[src/rtl/deserializer.sv]
// rtl/deserializer.sv - serial-to-parallel frame deserializer with sync marker
// Optional even-parity bit per frame when DESERIALIZER_PARITY_EN is defined.
module deserializer #(
  parameter int MSB_FIRST = 1,
  parameter int WIDTH     = 8
) (
  input  logic             clk,
  input  logic             rst,
  input  logic             in_bit,
  input  logic             in_valid,
  input  logic             in_sync,
  output logic [WIDTH-1:0] out_value,
  output logic             out_valid,
  output logic             frame_err,
  output logic             parity_err
);

  localparam int            CW   = $clog2(WIDTH + 1);
  localparam logic [CW-1:0] LAST = CW'(WIDTH - 1);

`ifdef DESERIALIZER_PARITY_EN
  typedef enum logic [1:0] {IDLE = 2'd0, SHIFT = 2'd1, PARITY = 2'd2} state_t;
`else
  typedef enum logic {IDLE = 1'b0, SHIFT = 1'b1} state_t;
`endif

  state_t           state;
  state_t           state_next;
  logic [CW-1:0]    cnt;
  logic [WIDTH-1:0] hold;
  logic             start;
  logic             abort;
  logic             shift_en;
  logic             last_bit;
  logic             done;

  // The first received bit ends up at the top for MSB_FIRST, at bit 0 otherwise.
  function automatic logic [WIDTH-1:0] push(input logic [WIDTH-1:0] base, input logic b);
    if (MSB_FIRST != 0) return {base[WIDTH-2:0], b};
    else                return {b, base[WIDTH-1:1]};
  endfunction

  always_ff @(posedge clk or posedge rst) begin
    if (rst) state <= IDLE;
    else     state <= state_next;
  end

  always_comb begin
    state_next = state;
    case (state)
      IDLE:  if (start) state_next = SHIFT;
`ifdef DESERIALIZER_PARITY_EN
      SHIFT: if (last_bit) state_next = PARITY;
      PARITY: begin
        if (abort)     state_next = SHIFT;
        else if (done) state_next = IDLE;
      end
`else
      SHIFT: if (last_bit) state_next = IDLE;
`endif
      default: state_next = IDLE;
    endcase
  end

  // A premature sync both aborts the current frame and starts the next one.
  always_comb begin
    start    = 1'b0;
    abort    = 1'b0;
    shift_en = 1'b0;
    last_bit = 1'b0;
    done     = 1'b0;
    if (in_valid) begin
      case (state)
        IDLE: start = in_sync;
        SHIFT: begin
          abort    = in_sync;
          start    = in_sync;
          shift_en = !in_sync;
          last_bit = !in_sync && (cnt == LAST);
        end
`ifdef DESERIALIZER_PARITY_EN
        PARITY: begin
          abort = in_sync;
          start = in_sync;
          done  = !in_sync;
        end
`endif
        default: ;
      endcase
    end
`ifndef DESERIALIZER_PARITY_EN
    done = last_bit;
`endif
  end

  always_ff @(posedge clk or posedge rst) begin
    if (rst) begin
      cnt       <= '0;
      hold      <= '0;
      out_value <= '0;
      out_valid <= 1'b0;
      frame_err <= 1'b0;
`ifdef DESERIALIZER_PARITY_EN
      parity_err <= 1'b0;
`endif
    end else begin
      out_valid <= done;
      frame_err <= abort;
      if (start) begin
        hold <= push('0, in_bit);
        cnt  <= CW'(1);
      end else if (shift_en) begin
        hold <= push(hold, in_bit);
        cnt  <= cnt + CW'(1);
      end
      if (done) begin
        cnt <= '0;
`ifdef DESERIALIZER_PARITY_EN
        out_value  <= hold;
        parity_err <= (^hold) ^ in_bit;
`else
        out_value <= push(hold, in_bit);
`endif
      end
    end
  end

`ifndef DESERIALIZER_PARITY_EN
  assign parity_err = 1'b0;
`endif

endmodule

[config.mk]
export PLATFORM = sky130hd
export DESIGN_NAME = deserializer
export DESIGN_NICKNAME = d
export VERILOG_FILES = /design/src/rtl/deserializer.sv
export SDC_FILE = /design/constraint.sdc
export NUM_CORES = 1
export LEC_CHECK = 0
export ABC_CLOCK_PERIOD_IN_PS = 1500
export BUFFER_PORTS_ARGS = -buffer_cell sky130_fd_sc_hd__buf_2
export CORE_ASPECT_RATIO = 1.5
export CORE_UTILIZATION = 33
export DETAILED_ROUTE_END_ITERATION = 12
export PLACE_DENSITY = 0.58
export SETUP_SLACK_MARGIN = 0.1
export SKIP_CTS_REPAIR_TIMING = 1
export SLEW_MARGIN = 25
export SYNTH_ARGS = -nofsm -noshare
export SYNTH_HDL_FRONTEND = slang
export SYNTH_SLANG_ARGS = --single-unit
[constraint.sdc]
create_clock -name clk -period 1.5 [get_ports clk]
set_clock_uncertainty 0.1 [all_clocks]
set_input_delay 0.15 -clock clk [delete_from_list [all_inputs] [get_ports clk]]
set_output_delay 0.15 -clock clk [all_outputs]
set_load 0.01 [all_outputs]
==> flow_metrics.py <==
metrics = {
    "clock_tree": {
        "clk_path_buf_depth": 2,
        "cts_inserted_buffers": 3,
        "cts_sinks": 22,
        "cts_root_buf": "clkbuf_8",
        "tritoncts": "yes",
        "htree_levels": 1,
        "clkTransAtPathRegs_ns": 0.08,
        "clk_latency_ns": 0.26,
    },
    "die": {
        "core_um2": 2710,
        "start_util_pct": 35.5,
        "die_w_um": 46.1,
        "die_y_um": 68.1,
        "num_rows": 23,
        "ioPinCount": 16,
        "dieArea_um2": 3140,
    },
    "logic_synthesis": {
        "synthAdderAreaFrac_pct": 1.30,
        "yosys.area_share.simple_pct": 10.2,
        "synth_cell_types": 28,
        "ys_warn_count": 0,
        "synth_compound_area_share_pct": 14.1,
        "synth.net_count": 77,
        "yosysSeqAreaShare_pct": 57.3,
        "synth_top_family_by_area": "compound AO/OA/AOI/OAI gates",
        "syn_inst": 71,
        "synth_xor_xnor_area_share_pct": 0,
        "avgSynthCellArea_um2": 13.5,
        "syn_area_um2": 961,
        "ys_top_cells_by_area": "dfrtp_1 (57%), mux2_2 (11%), a22o_1 (3.6%)",
        "synth.largest_area_cell": "dfrtp_1",
        "synth.area.mux_share_pct": 10.5,
        "ys_ff_latch": 22,
        "synth_top_area_share_pct": 57.3,
    },
    "routing": {
        "drcViolationCount": 0,
        "dr.pass1.iters": 3,
        "via_count": 628,
        "vias_per_cell": 4.72,
        "totalWireLength_um": 1650,
        "wl_per_cell_um": 12.4,
        "first_iter_violations": 28,
        "ant_nets": 0,
    },
    "finish": {
        "syn2layout_area_growth_pct": 28.0,
        "fillers": 260,
        "antenna_cells": 0,
        "layout_commonest_cell": "dfrtp_1",
        "drive_above_1_share_pct": 49.0,
        "final_cell_mix": "dfrtp_1 (22), buf_2 (14), buf_4 (11)",
        "finalNetCount": 103,
    },
    "critical_path": {
        "crit_type": "reg2reg",
        "start_kind": "register",
        "cp-end-kind": "register",
        "r2r_end": "out_value[4]",
        "cp_slowest_cell": "dfrtp_1",
        "reg2regPathDepth": 5,
        "crit_required_ns": 1.55,
        "r2r_slack_ns": -0.08,
        "critPathMaxFanout": 10,
        "crit_chain": "ha_4, nand4b_4, nor3b_2, buf_6, mux2_2",
        "r2r_start": "cnt[1]",
        "crit_arrival_ns": 1.63,
        "max_stage_delay_ns": 0.41,
    },
    "power": {
        "power.total_uw": 1390,
        "power.leakage_uw": 0.000617,
        "ir_worst_vdd_v": 0.000747,
        "powerDensity_nw_per_um2": 1130,
    },
    "min_path": {
        "min_from": "in_bit",
        "hold_class": "in2reg",
        "holdPathEnd": "out_value[0]",
        "holdPathStages": 2,
    },
    "sta": {
        "finalCriticalPeriod_ns": 1.58,
        "grt_setup_unrepaired": "true",
        "finalCritPeriodShare_pct": 105,
        "worst_slack_ns": -0.0788,
        "fin_tns_setup_ns": -0.609,
        "report.final.hold_viol_count": 0,
        "setup_viol": 9,
        "max_freq_mhz": 633,
        "final_max_slew_viol_count": 0,
    },
    "global_routing": {
        "grt_max_degree": 23,
        "grt_pass1_vias": 610,
        "grt_overflow": 0,
        "grt_pass1_wl_um": 2670,
        "antenna_found_initial": 0,
        "grt_usage_pct": 12.0,
    },
    "placement": {
        "dp_hpwl_um": 1190,
        "routabilityCongestion": 0.672,
        "pre_cts_slack_ns": -0.100,
        "port_buffers": 14,
    },
    "outcome": {
        "status": "finished, violations left",
        "failed_checks": "setup timing",
    },
    "job": {
        "cap_violations": 0,
    },
}
## synthesized netlist by cell type, drive strengths merged
master,count
dfrtp,22
mux2,9
a22o,5
buf,5
o21ai,4
a31oi,3
inv,3
nand4b,2
nor2b,2
o2bb2ai,2
a21boi,1
a21oi,1
a32o,1
and3,1
and3b,1
clkbuf,1
conb,1
ha,1
nand2,1
nand3,1
nand3b,1
nor3b,1
o31ai,1
or2,1
## logic make-up after synthesis
logic type      after synthesis
flops                        22
compound gates               18
simple gates                 11
buf+inv                       9
mux                           9
fa+ha+maj                     1
other cells                   1
## worst max-delay path by stage
stage	start	end	slack, ns	cells after the start
2_1_floorplan	cnt[1]	out_value[0]	-0.01	5
3_3_place_gp	cnt[0]	out_value[2]	-0.07	5
3_5_place_dp	cnt[1]	out_value[2]	-0.1	5
4_1_cts	cnt[1]	out_value[2]	-0.11	5
5_1_grt	cnt[1]	out_value[0]	-0.14	5
6_report	cnt[1]	out_value[4]	-0.08	5
## where the power goes
part / total, uW / internal, uW / switching [uW]
Sequential: 666 / 633 / 33.0
Clock: 548 / 356 / 192
Combinational: 176 / 98.1 / 78.3
## sequential cells by signal, summed over array words and instances, names as in the netlist
name and flops:
cnt 4, frame_err 1, hold 7, out_valid 1
out_value 8, state 1
## final cells by class
type | instances | area [um2] | share of cell area [%]
Clock inverter | 1 | 30.0 | 2.44
Multi-Input combinational cell | 40 | 377 | 30.6
Tap cell | 37 | 46.3 | 3.76
Clock buffer | 3 | 41.3 | 3.36
Inverter | 3 | 11.3 | 0.916
Timing Repair Buffer | 27 | 174 | 14.1
Sequential cell | 22 | 551 | 44.8
## worst max-delay path: cells and delay by family, from the launching register on
kind	cells	cell delay [ns]
flip-flops	1	0.41
buffers and inverters	1	0.17
adder cells (fa/ha/maj)	1	0.17
multiplexers	1	0.34
AND/OR/NAND/NOR	2	0.28
## stage by stage
step	area [um2]	utilization, %	cells	hold WS [ns]
after floorplan	973	-	71	0.0392
after global placement	1120	41.3	126	0.0997
after detailed placement	1120	41.3	126	0.103
after CTS	1190	43.9	130	-0.183
after global routing	1230	45.5	133	0.0401
final	1230	45.5	133	0.0336
## layer usage
layer | up-vias | share of wire, % | global-route usage [%]
met5 | - | 0 | 0
met4 | 0 | 0.73 | 5.51
met3 | 2 | 2.1 | 2.37
met2 | 8 | 53 | 19.9
met1 | 314 | 44 | 14.5
li1 | 304 | - | -
(Power assumes the default switching activity.)
